--- src/rtl/pipeline_ctrl_pkg.sv ---
// Shared types and constants for the pipeline hazard/flush controller.
package pipeline_ctrl_pkg;
    localparam int REG_ADDR_W = 3;

    typedef enum logic [1:0] {
        RUN      = 2'd0,
        FLUSH    = 2'd1,
        MEM_WAIT = 2'd2
    } ctrl_state_t;
endpackage

--- src/rtl/pipeline_ctrl_if.sv ---
// Pipeline status inputs and stall/flush controls exchanged with the controller.
interface pipeline_ctrl_if;
    import pipeline_ctrl_pkg::*;

    logic [REG_ADDR_W-1:0] id_reg1;
    logic [REG_ADDR_W-1:0] id_reg2;
    logic                  id_use1;
    logic                  id_use2;
    logic [REG_ADDR_W-1:0] ex_regD;
    logic                  ex_read_mem;
    logic                  ex_write_reg;
    logic                  branch_taken;
    logic                  mem_ready;
    logic                  mem_req;
    logic                  pc_stall;
    logic                  if_id_stall;
    logic                  if_id_flush;
    logic                  id_ex_stall;
    logic                  id_ex_bubble;
    logic [15:0]           stall_cnt;
    logic [15:0]           flush_cnt;

    // The pipeline datapath drives status and consumes controls.
    modport master (
        output id_reg1, id_reg2, id_use1, id_use2, ex_regD, ex_read_mem,
               ex_write_reg, branch_taken, mem_ready, mem_req,
        input  pc_stall, if_id_stall, if_id_flush, id_ex_stall, id_ex_bubble,
               stall_cnt, flush_cnt
    );

    modport slave (
        input  id_reg1, id_reg2, id_use1, id_use2, ex_regD, ex_read_mem,
               ex_write_reg, branch_taken, mem_ready, mem_req,
        output pc_stall, if_id_stall, if_id_flush, id_ex_stall, id_ex_bubble,
               stall_cnt, flush_cnt
    );
endinterface

--- src/rtl/pipeline_ctrl_hazard.sv ---
// Load-use hazard compare between the ID sources and the EX load destination.
module hazard_detect
    import pipeline_ctrl_pkg::*;
(
    input  logic [REG_ADDR_W-1:0] reg1_i,
    input  logic [REG_ADDR_W-1:0] reg2_i,
    input  logic                  use1_i,
    input  logic                  use2_i,
    input  logic [REG_ADDR_W-1:0] ex_regD_i,
    input  logic                  ex_read_mem_i,
    input  logic                  ex_write_reg_i,
    output logic                  hazard_o
);
    // Register 0 is compared like any other register.
    assign hazard_o = ex_read_mem_i & ex_write_reg_i &
                      ((use1_i & (reg1_i == ex_regD_i)) |
                       (use2_i & (reg2_i == ex_regD_i)));
endmodule

--- src/rtl/pipeline_ctrl.sv ---
// Pipeline stall/flush controller: RUN/FLUSH/MEM_WAIT FSM with event counters.
module pipeline_ctrl
    import pipeline_ctrl_pkg::*;
#(
    parameter int FLUSH_CYCLES = 1
) (
    input  logic             clk,
    input  logic             reset,
    pipeline_ctrl_if.slave   bus
);
    localparam logic [2:0] FC_LOAD = 3'(FLUSH_CYCLES - 1);
    localparam bit         MULTI   = (FLUSH_CYCLES > 1);

    ctrl_state_t state_q, state_d;
    logic [2:0]  fcnt_q, fcnt_d;
    logic        pend_q, pend_d;
    logic [15:0] stall_cnt_q, stall_cnt_d;
    logic [15:0] flush_cnt_q, flush_cnt_d;

    logic hazard;
    logic flush_evt;
    logic pc_stall, if_id_stall, if_id_flush, id_ex_stall, id_ex_bubble;

    hazard_detect u_hazard (
        .reg1_i        (bus.id_reg1),
        .reg2_i        (bus.id_reg2),
        .use1_i        (bus.id_use1),
        .use2_i        (bus.id_use2),
        .ex_regD_i     (bus.ex_regD),
        .ex_read_mem_i (bus.ex_read_mem),
        .ex_write_reg_i(bus.ex_write_reg),
        .hazard_o      (hazard)
    );

    always_comb begin
        state_d      = state_q;
        fcnt_d       = fcnt_q;
        pend_d       = pend_q;
        flush_evt    = 1'b0;
        pc_stall     = 1'b0;
        if_id_stall  = 1'b0;
        if_id_flush  = 1'b0;
        id_ex_stall  = 1'b0;
        id_ex_bubble = 1'b0;

        if (reset) begin
            if_id_flush  = 1'b1;
            id_ex_bubble = 1'b1;
        end else begin
            unique case (state_q)
                RUN: begin
                    if (bus.mem_req && !bus.mem_ready) begin
                        pc_stall    = 1'b1;
                        if_id_stall = 1'b1;
                        id_ex_stall = 1'b1;
                        // A branch losing to the memory stall is kept, not dropped.
                        pend_d      = pend_q | bus.branch_taken;
                        state_d     = MEM_WAIT;
                    end else if (bus.branch_taken || pend_q) begin
                        if_id_flush  = 1'b1;
                        id_ex_bubble = 1'b1;
                        fcnt_d       = FC_LOAD;
                        pend_d       = 1'b0;
                        flush_evt    = 1'b1;
                        state_d      = MULTI ? FLUSH : RUN;
                    end else if (hazard) begin
                        pc_stall     = 1'b1;
                        if_id_stall  = 1'b1;
                        id_ex_bubble = 1'b1;
                    end
                end
                FLUSH: begin
                    if_id_flush  = 1'b1;
                    id_ex_bubble = 1'b1;
                    if (bus.branch_taken) begin
                        fcnt_d    = FC_LOAD;
                        flush_evt = 1'b1;
                        state_d   = MULTI ? FLUSH : RUN;
                    end else begin
                        // The branch cycle in RUN is the first flush cycle, so
                        // the last FLUSH cycle is the one that decrements to 0.
                        fcnt_d = fcnt_q - 3'd1;
                        if (fcnt_d == 3'd0)
                            state_d = RUN;
                    end
                end
                MEM_WAIT: begin
                    if (!bus.mem_ready) begin
                        pc_stall    = 1'b1;
                        if_id_stall = 1'b1;
                        id_ex_stall = 1'b1;
                        pend_d      = pend_q | bus.branch_taken;
                    end else if (pend_q || bus.branch_taken) begin
                        if_id_flush  = 1'b1;
                        id_ex_bubble = 1'b1;
                        fcnt_d       = FC_LOAD;
                        pend_d       = 1'b0;
                        flush_evt    = 1'b1;
                        state_d      = MULTI ? FLUSH : RUN;
                    end else begin
                        state_d = RUN;
                    end
                end
                default: state_d = RUN;
            endcase
        end

        stall_cnt_d = stall_cnt_q;
        if (pc_stall && stall_cnt_q != 16'hFFFF)
            stall_cnt_d = stall_cnt_q + 16'd1;
        flush_cnt_d = flush_cnt_q;
        if (flush_evt && flush_cnt_q != 16'hFFFF)
            flush_cnt_d = flush_cnt_q + 16'd1;
    end

    always_ff @(posedge clk) begin
        if (reset) begin
            state_q     <= RUN;
            fcnt_q      <= 3'd0;
            pend_q      <= 1'b0;
            stall_cnt_q <= 16'd0;
            flush_cnt_q <= 16'd0;
        end else begin
            state_q     <= state_d;
            fcnt_q      <= fcnt_d;
            pend_q      <= pend_d;
            stall_cnt_q <= stall_cnt_d;
            flush_cnt_q <= flush_cnt_d;
        end
    end

    assign bus.pc_stall     = pc_stall;
    assign bus.if_id_stall  = if_id_stall;
    assign bus.if_id_flush  = if_id_flush;
    assign bus.id_ex_stall  = id_ex_stall;
    assign bus.id_ex_bubble = id_ex_bubble;
    assign bus.stall_cnt    = stall_cnt_q;
    assign bus.flush_cnt    = flush_cnt_q;
endmodule

--- src/flat_wrapper.sv ---
// flat-port wrapper written by rule: the top's interface ports become plain ports
module pipeline_ctrl_flat import pipeline_ctrl_pkg::*;
#(
    parameter int FLUSH_CYCLES = 1
)
  (clk, reset, bus_id_reg1, bus_id_reg2, bus_id_use1, bus_id_use2, bus_ex_regD, bus_ex_read_mem, bus_ex_write_reg, bus_branch_taken, bus_mem_ready, bus_mem_req, bus_pc_stall, bus_if_id_stall, bus_if_id_flush, bus_id_ex_stall, bus_id_ex_bubble, bus_stall_cnt, bus_flush_cnt);
  pipeline_ctrl_if bus_i ();
  input  logic clk;
  input  logic reset;
  input wire logic [$bits(bus_i.id_reg1)-1:0] bus_id_reg1;
  input wire logic [$bits(bus_i.id_reg2)-1:0] bus_id_reg2;
  input wire logic [$bits(bus_i.id_use1)-1:0] bus_id_use1;
  input wire logic [$bits(bus_i.id_use2)-1:0] bus_id_use2;
  input wire logic [$bits(bus_i.ex_regD)-1:0] bus_ex_regD;
  input wire logic [$bits(bus_i.ex_read_mem)-1:0] bus_ex_read_mem;
  input wire logic [$bits(bus_i.ex_write_reg)-1:0] bus_ex_write_reg;
  input wire logic [$bits(bus_i.branch_taken)-1:0] bus_branch_taken;
  input wire logic [$bits(bus_i.mem_ready)-1:0] bus_mem_ready;
  input wire logic [$bits(bus_i.mem_req)-1:0] bus_mem_req;
  output wire logic [$bits(bus_i.pc_stall)-1:0] bus_pc_stall;
  output wire logic [$bits(bus_i.if_id_stall)-1:0] bus_if_id_stall;
  output wire logic [$bits(bus_i.if_id_flush)-1:0] bus_if_id_flush;
  output wire logic [$bits(bus_i.id_ex_stall)-1:0] bus_id_ex_stall;
  output wire logic [$bits(bus_i.id_ex_bubble)-1:0] bus_id_ex_bubble;
  output wire logic [$bits(bus_i.stall_cnt)-1:0] bus_stall_cnt;
  output wire logic [$bits(bus_i.flush_cnt)-1:0] bus_flush_cnt;
  assign bus_i.id_reg1 = bus_id_reg1;
  assign bus_i.id_reg2 = bus_id_reg2;
  assign bus_i.id_use1 = bus_id_use1;
  assign bus_i.id_use2 = bus_id_use2;
  assign bus_i.ex_regD = bus_ex_regD;
  assign bus_i.ex_read_mem = bus_ex_read_mem;
  assign bus_i.ex_write_reg = bus_ex_write_reg;
  assign bus_i.branch_taken = bus_branch_taken;
  assign bus_i.mem_ready = bus_mem_ready;
  assign bus_i.mem_req = bus_mem_req;
  assign bus_pc_stall = bus_i.pc_stall;
  assign bus_if_id_stall = bus_i.if_id_stall;
  assign bus_if_id_flush = bus_i.if_id_flush;
  assign bus_id_ex_stall = bus_i.id_ex_stall;
  assign bus_id_ex_bubble = bus_i.id_ex_bubble;
  assign bus_stall_cnt = bus_i.stall_cnt;
  assign bus_flush_cnt = bus_i.flush_cnt;
  pipeline_ctrl #(.FLUSH_CYCLES(FLUSH_CYCLES)) u_core (.clk(clk), .reset(reset), .bus(bus_i));
endmodule
--- config.mk ---
export PLATFORM = sky130hd
export DESIGN_NAME = pipeline_ctrl_flat
export DESIGN_NICKNAME = d
export VERILOG_FILES = /design/src/rtl/pipeline_ctrl_pkg.sv /design/src/rtl/pipeline_ctrl_if.sv /design/src/rtl/pipeline_ctrl_hazard.sv /design/src/rtl/pipeline_ctrl.sv /design/src/flat_wrapper.sv
export SDC_FILE = /design/constraint.sdc
export NUM_CORES = 1
export LEC_CHECK = 0
export ABC_AREA = 0
export CAP_MARGIN = 20
export CELL_PAD_IN_SITES_DETAIL_PLACEMENT = 1
export CELL_PAD_IN_SITES_GLOBAL_PLACEMENT = 2
export CORE_MARGIN = 8
export CORE_UTILIZATION = 38
export DETAILED_ROUTE_END_ITERATION = 7
export DONT_BUFFER_PORTS = 1
export PLACE_DENSITY_LB_ADDON = 0.1
export SYNTH_ARGS = -nofsm -noshare
export SYNTH_HDL_FRONTEND = slang
export SYNTH_SLANG_ARGS = --single-unit
--- constraint.sdc ---
create_clock -name clk -period 3.5 [get_ports clk]
set_input_delay 0.7 -clock clk [delete_from_list [all_inputs] [get_ports clk]]
set_output_delay 0.7 -clock clk [all_outputs]
set_load 0.01 [all_outputs]
==> metrics.md, run 1 <==
| Metric | Value |
|---|---|
| Drt wl/cell | 17.64 µm |
| CP bufs+invs | 0 |
| Worst-Margin Slew | 0.4593 ns |
| Initial Utilization | 0.3997 |
| Lkg Pwr | 0.6600 nW |
| Hold_sp | reset |
| Fin util | 0.4257 |
| Routability cong. | 0.7735 |
| Maximum clock frequency | 0.4250 GHz |
| Setup violators final | 0 |
| Post-synthesis sequential area ratio | 0.3858 |
| Worst-Skew Late Latency | 0.29 ns |
| Crit-path cells | xnor2_1 -> nand4_2 -> nand2_1 -> nand3_1 -> a221oi_1 -> or2_2 |
| Pins Over Slew Limit | 0 |
| Number of synthesized flops with an enable pin | 0 |
| Area growth, synth to finish | 6.525% |
| CTS clk-pin slew, worst paths | 0.07 ns |
| Crit path max fanout | 2 |
| Largest net degree at the start of global routing | 42 |
| Ranking of synthesized cells by area | dfxtp_1 39%, xor2_1 7.9%, nor2_1 6.4% |
| Synth top area share | 0.3858 |
| Num rows | 24 |
| Reg-to-reg endpoint | u_core.bus.flush_cnt[11] |
| WHS | 0.4821 ns |
| R2r setup slk | 1.41 ns |
| Arrival time at the worst endpoint | 1.65 ns |
| Layout cells sized above 1 | 0.1095 |
| Vias per cell | 5.794 |
| Syn Inst Count | 200 |
| Cts hold-fix bufs | 0 |
| Fin nets | 220 |
| Seq cells post-synth | 34 |
| Slowest CP cell | a221oi_1 |
| # fillers | 523 |
| Min Tclk post-route | 2.353 ns |
| Syn_area_per_cell | 8.821 µm² |
| Dpl cells | 245 |
| Post-DRT Antenna Nets | 0 |
| Via count | 1,466 |
| Syn Nets | 220 |
| Max Cap Violations | 0 |
| Most used flip-flop cell after synthesis | dfxtp_1 |
| Die ar. | 7079 µm² |
| # resized after CTS | 0 |
| Initial DRT Pass Iterations | 4 |
| Register area | 680.7 µm² |
| Clock Path Buffers | 2 |
| First-pass GRT wire length | 7721 µm |
| DRC | 0 |
| Hold path cells | 1 |
| Port bufs | 0 |
| Slowest stage delay, CP | 0.26 ns |
| Inserted Clock Buffers | 5 |
| Final Cell Area | 1879 µm² |
| Worst R2R Path Depth | 7 |
| Antenna Cells | 0 |
| IO Count | 55 |
| H-tree depth | 2 |
| Critical Path End Type | output pin |
| Hold Path End | u_core.bus.flush_cnt[12] |
| All-Layer GR Usage | 0.1279 |
| Synth async-reset ratio | 0 |
| Hold Fails Final Rpt | 0 |
| Vias in the first global route | 1,591 |
| Fin cells | 253 |
| Status | finished, final reports clean |
| Area after DPL | 1788 µm² |
| Area of the multi-input gates | 1035 µm² |
| Core area | 4414 µm² |
| Setup TNS | 0 ns |
| Iteration-0 DRC Markers | 66 |
| Cell area after synthesis | 1764 µm² |
| Die Height | 84.14 µm |
| FF-to-FF Start | u_core.bus.flush_cnt[0] |
| Worst Hold Class | in -> reg |
| VDD IR max | 130.6 µV |
| Top delay family on crit path | simple AND/OR/NAND/NOR gates |
| Initial antenna violation count | 0 |
| Routed WL | 4462 µm |
| RSZ-0062 raised after global routing | false |
| CP startpoint kind | input port |
| Clk Tree Root Cell | clkbuf_8 |
| Setup bufs post-CTS | 0 |
| Clk sinks | 34 |
| Slew margin rel. | 0.6926 |
| Synth cell types | 44 |
| CP Class | in -> out |
| WP data required | 2.80 ns |
| Synth cell count leaders | 34 x dfxtp_1, 30 x nor2_1, 16 x xor2_1 |
| Yosys top cell by area | dfxtp_1 |
| Die width | 84.14 µm |
| CTS tree | built |
| Top-count cell post-synth | dfxtp_1 |
| Yosys warns | 0 |
| GRT overflow | 0 |
| Power density over the cells | 397.5 nW/µm² |
| Final period util | 0.6723 |
| Clock Skew | 0.007123 ns |
| Hpwl dp | 3283 µm |
-- per-layer routing --
metal | GRT usage | vias up | share of wire
met5 | 0 | - | 0
met4 | 0.05024 | 0 | 0.017
met3 | 0.06087 | 9 | 0.11
met2 | 0.2117 | 49 | 0.48
met1 | 0.1374 | 699 | 0.39
li1 | - | 709 | -
-- worst max-delay path by stage --
stage,start,to,cells after the start
finish,bus_id_reg1[2],bus_id_ex_bubble,6
detailed placement,bus_ex_regD[0],bus_id_ex_bubble,6
global placement,bus_id_reg1[0],bus_id_ex_bubble,6
floorplan,bus_id_reg1[0],bus_id_ex_bubble,6
CTS,bus_id_reg1[2],bus_id_ex_bubble,6
global route,bus_id_reg1[0],bus_id_ex_bubble,6
-- worst reg2reg max path, delay by kind of cell, from the launching register on --
family	cells	cell delay, ns
AND/OR/NAND/NOR	4	0.61
adder cells (fa/ha/maj)	1	0.22
XOR/XNOR	1	0.19
AO/OA/AOI/OAI	1	0.49
flip-flops	1	0.48
-- power breakdown --
part | total [mW] | leakage (nW) | switching (mW) | internal (mW)
sequential | 0.400 | 0.275 | 0.00830 | 0.391
clock | 0.304 | 0.0482 | 0.146 | 0.159
combinational | 0.0429 | 0.337 | 0.0242 | 0.0187
-- flip-flops by register name (all words and copies together), names as in the netlist --
signal,cells
u_core.bus.stall_cnt,16
u_core.pend_q,1
u_core.state_q,1
u_core.bus.flush_cnt,16
-- final cells by class --
type / count / share of cell area
Clock inverter: 1 / 0.002663
Multi-Input combinational cell: 157 / 0.5506
Tap cell: 52 / 0.03462
Clock buffer: 7 / 0.04594
Sequential cell: 34 / 0.3622
Inverter: 2 / 0.003995
-- through the flow --
step	power, mW	setup slack [ns]
CTS	0.7568	1.113
global placement	0.4502	1.144
detailed placement	0.4525	1.128
floorplan	0.4519	1.212
global route	0.7782	1.039
finish	0.7471	1.147
-- cell usage in the layout, fill, tap and decap left out, types with 3 or more instances in the layout --
cell type,synthesis,routed
or4_1,4,4
clkbuf_8,0,6
and4_1,4,4
nand3_1,15,15
or2_2,3,3
xnor2_1,8,8
nand4_1,8,8
nor2_1,30,30
a21oi_1,8,8
xor2_1,16,16
or3_2,3,3
dfxtp_1,34,34
and3_1,3,3
nor2b_1,5,5
nand2_1,13,13
o21ai_0,7,7
-- cell families (layout without fill, tap and decap cells) --
kind of cell               count (synthesis)  after routing  synth area share
adders and majority gates                  2              2           0.01418
xor gates and xnor gates                  24             24            0.1191
AOI/OAI and AO/OA                         30             30            0.1220
DFF                                       34             34            0.3858
muxes                                      3              3           0.01773
buffers and inverters                      9             10           0.02766
and+or+nand+nor                           98             98            0.3135
Power figures use the tool's default switching activity.
==> run 2, diff against run 1 <==
--- a/config.mk
+++ b/config.mk
@@ -10,7 +10,7 @@
 export CELL_PAD_IN_SITES_DETAIL_PLACEMENT = 1
 export CELL_PAD_IN_SITES_GLOBAL_PLACEMENT = 2
 export CORE_MARGIN = 8
-export CORE_UTILIZATION = 38
+export CORE_UTILIZATION = 36
 export DETAILED_ROUTE_END_ITERATION = 7
 export DONT_BUFFER_PORTS = 1
 export PLACE_DENSITY_LB_ADDON = 0.1
==> constraint.sdc (replaced) <==
create_clock -name clk -period 2.21 [get_ports clk]
set_input_delay 0.442 -clock clk [delete_from_list [all_inputs] [get_ports clk]]
set_output_delay 0.442 -clock clk [all_outputs]
set_load 0.01 [all_outputs]
==> run 2 against run 1 <==
Cell count increased by 9.9%; highest routed layer unchanged; combinational power up 100%; critical path depth fell by 2.
==> metrics.md, run 2 (same netlist as run 1, synthesis figures left out) <==
| Metric | Value |
|---|---|
| Area after DPL | 1882 µm² |
| GRT overflow | 0 |
| Worst-Skew Late Latency | 0.29 ns |
| Post-DRT Antenna Nets | 0 |
| R2r setup slk | 0.33 ns |
| # resized after CTS | 0 |
| Clk Tree Root Cell | clkbuf_8 |
| Hold path cells | 1 |
| Port bufs | 0 |
| Area growth, synth to finish | 11.84% |
| Hpwl dp | 3434 µm |
| Drt wl/cell | 16.40 µm |
| Initial Utilization | 0.3735 |
| Sw Ratio | 0.2333 |
| Crit-path cells | nor2_1 -> nand4_1 -> a21oi_4 -> or2_2 |
| VDD IR max | 230.1 µV |
| Vias per cell | 5.396 |
| Clock Skew | 0.01020 ns |
| Setup TNS | 0 ns |
| Logic gate share of total power | 0.073 |
| Num rows | 25 |
| Routed WL | 4558 µm |
| Core area | 4723 µm² |
| Critical Path End Type | output pin |
| DRC | 0 |
| Fin util | 0.4177 |
| Fin nets | 230 |
| Most frequent cells in the layout | 34 x dfxtp_1, 30 x nor2_1, 16 x xor2_1, 15 x nand3_1, 13 x nand2_1 |
| Register share of total power | 0.527 |
| Via count | 1,500 |
| Lkg Pwr | 0.7140 nW |
| WP data required | 1.77 ns |
| CP Class | reg -> out |
| H-tree depth | 2 |
| CP startpoint kind | flop |
| Min Tclk post-route | 1.887 ns |
| Antenna Cells | 0 |
| Clock Path Buffers | 2 |
| Final period util | 0.8540 |
| Power density over the cells | 600.5 nW/µm² |
| Crit path max fanout | 5 |
| CTS tree | built |
| # fillers | 572 |
| Status | finished, final reports clean |
| Setup bufs post-CTS | 0 |
| Pins Over Slew Limit | 0 |
| Cts hold-fix bufs | 0 |
| Die ar. | 7397 µm² |
| Initial DRT Pass Iterations | 4 |
| Most common cell after layout, fill and taps aside | dfxtp_1 |
| Arrival time at the worst endpoint | 1.45 ns |
| Reg-to-reg endpoint | u_core.bus.stall_cnt[14] |
| Layout cells sized above 1 | 0.1517 |
| IO Count | 55 |
| Slowest CP cell | dfxtp_1 |
| Routability cong. | 0.7490 |
| Slowest stage delay, CP | 0.32 ns |
| All-Layer GR Usage | 0.1282 |
| Clk sinks | 34 |
| RSZ-0062 raised after global routing | false |
| Largest net degree at the start of global routing | 42 |
| Internal power | 908.4 µW |
| Hold_sp | reset |
| Worst-Margin Slew | 0.4317 ns |
| Inserted Clock Buffers | 5 |
| Hold Fails Final Rpt | 0 |
| Maximum clock frequency | 0.5298 GHz |
| First-pass GRT wire length | 7734 µm |
| Slew margin rel. | 0.7111 |
| Iteration-0 DRC Markers | 53 |
| CTS clk-pin slew, worst paths | 0.07 ns |
| Clk pwr share | 0.400 |
| Max Cap Violations | 0 |
| Worst Hold Class | in -> reg |
| Hold Path End | u_core.bus.flush_cnt[12] |
| Final Cell Area | 1973 µm² |
| WHS | 0.2257 ns |
| Setup violators final | 0 |
| Switching pwr | 276.4 µW |
| Die Height | 86.01 µm |
| FF-to-FF Start | u_core.bus.stall_cnt[8] |
| Vias in the first global route | 1,674 |
| Fin cells | 278 |
| Dpl cells | 270 |
| Initial antenna violation count | 0 |
| Die width | 86.01 µm |
| Worst R2R Path Depth | 6 |
[run 2: cell count changes in the layout (fill, tap and decap cells not counted), sizes merged]
cell,delta
buf,+10
[run 2: how the worst max path moves through the flow]
stage	slack [ns]	from	endpoint
4_1_cts	0.30	bus_id_reg1[2]	bus_id_ex_bubble
2_1_floorplan	0.32	u_core.bus.flush_cnt[0]	u_core.bus.flush_cnt[7]
3_3_place_gp	0.32	bus_id_reg1[0]	u_core.bus.stall_cnt[5]
6_report	0.32	u_core.pend_q	bus_if_id_stall
3_5_place_dp	0.25	bus_id_reg1[2]	u_core.bus.stall_cnt[5]
5_1_grt	0.15	u_core.bus.stall_cnt[8]	u_core.bus.stall_cnt[14]
[run 2: routing by layer]
| layer | routed length, µm | share of wire | vias to the layer above | GRT usage |
|---|---|---|---|---|
| li1 | - | - | 727 | - |
| met1 | 1809 | 0.40 | 722 | 0.1304 |
| met2 | 2247 | 0.49 | 45 | 0.2281 |
| met3 | 444 | 0.097 | 6 | 0.05349 |
| met4 | 56 | 0.012 | 0 | 0.04618 |
| met5 | 0 | 0 | - | 0 |
[run 2: critical path: cells and delay by family, from the launching register on]
kind | cells | cell delay [ns]
AOI/OAI and AO/OA | 1 | 0.23
DFF | 1 | 0.32
and+or+nand+nor | 3 | 0.60
[run 2: layout make-up]
type	instances	area, µm²	area share
multi-input combinational	157	1035	0.5244
clock buffer	7	86.33	0.04375
tap	67	83.83	0.04249
clock inverter	1	5.005	0.002536
timing repair buffer	10	75.07	0.03805
inverter	2	7.507	0.003805
sequential	34	680.7	0.3450
[run 2: metrics by stage]
step                      setup slack, ns  total power [mW]
after CTS                          0.2958             1.208
after global routing               0.1530             1.243
after floorplan                    0.3154            0.7157
final                              0.3226             1.185
after global placement             0.3226            0.7224
after detailed placement           0.2455            0.7271
[run 2: power groups by stage]
stage	combinational (mW)	clock, mW	sequential (mW)
detailed placement	0.0882	0	0.639
floorplan	0.0713	0	0.644
finish	0.0862	0.474	0.625
global route	0.0946	0.523	0.625
global placement	0.0844	0	0.638
CTS	0.0886	0.495	0.625
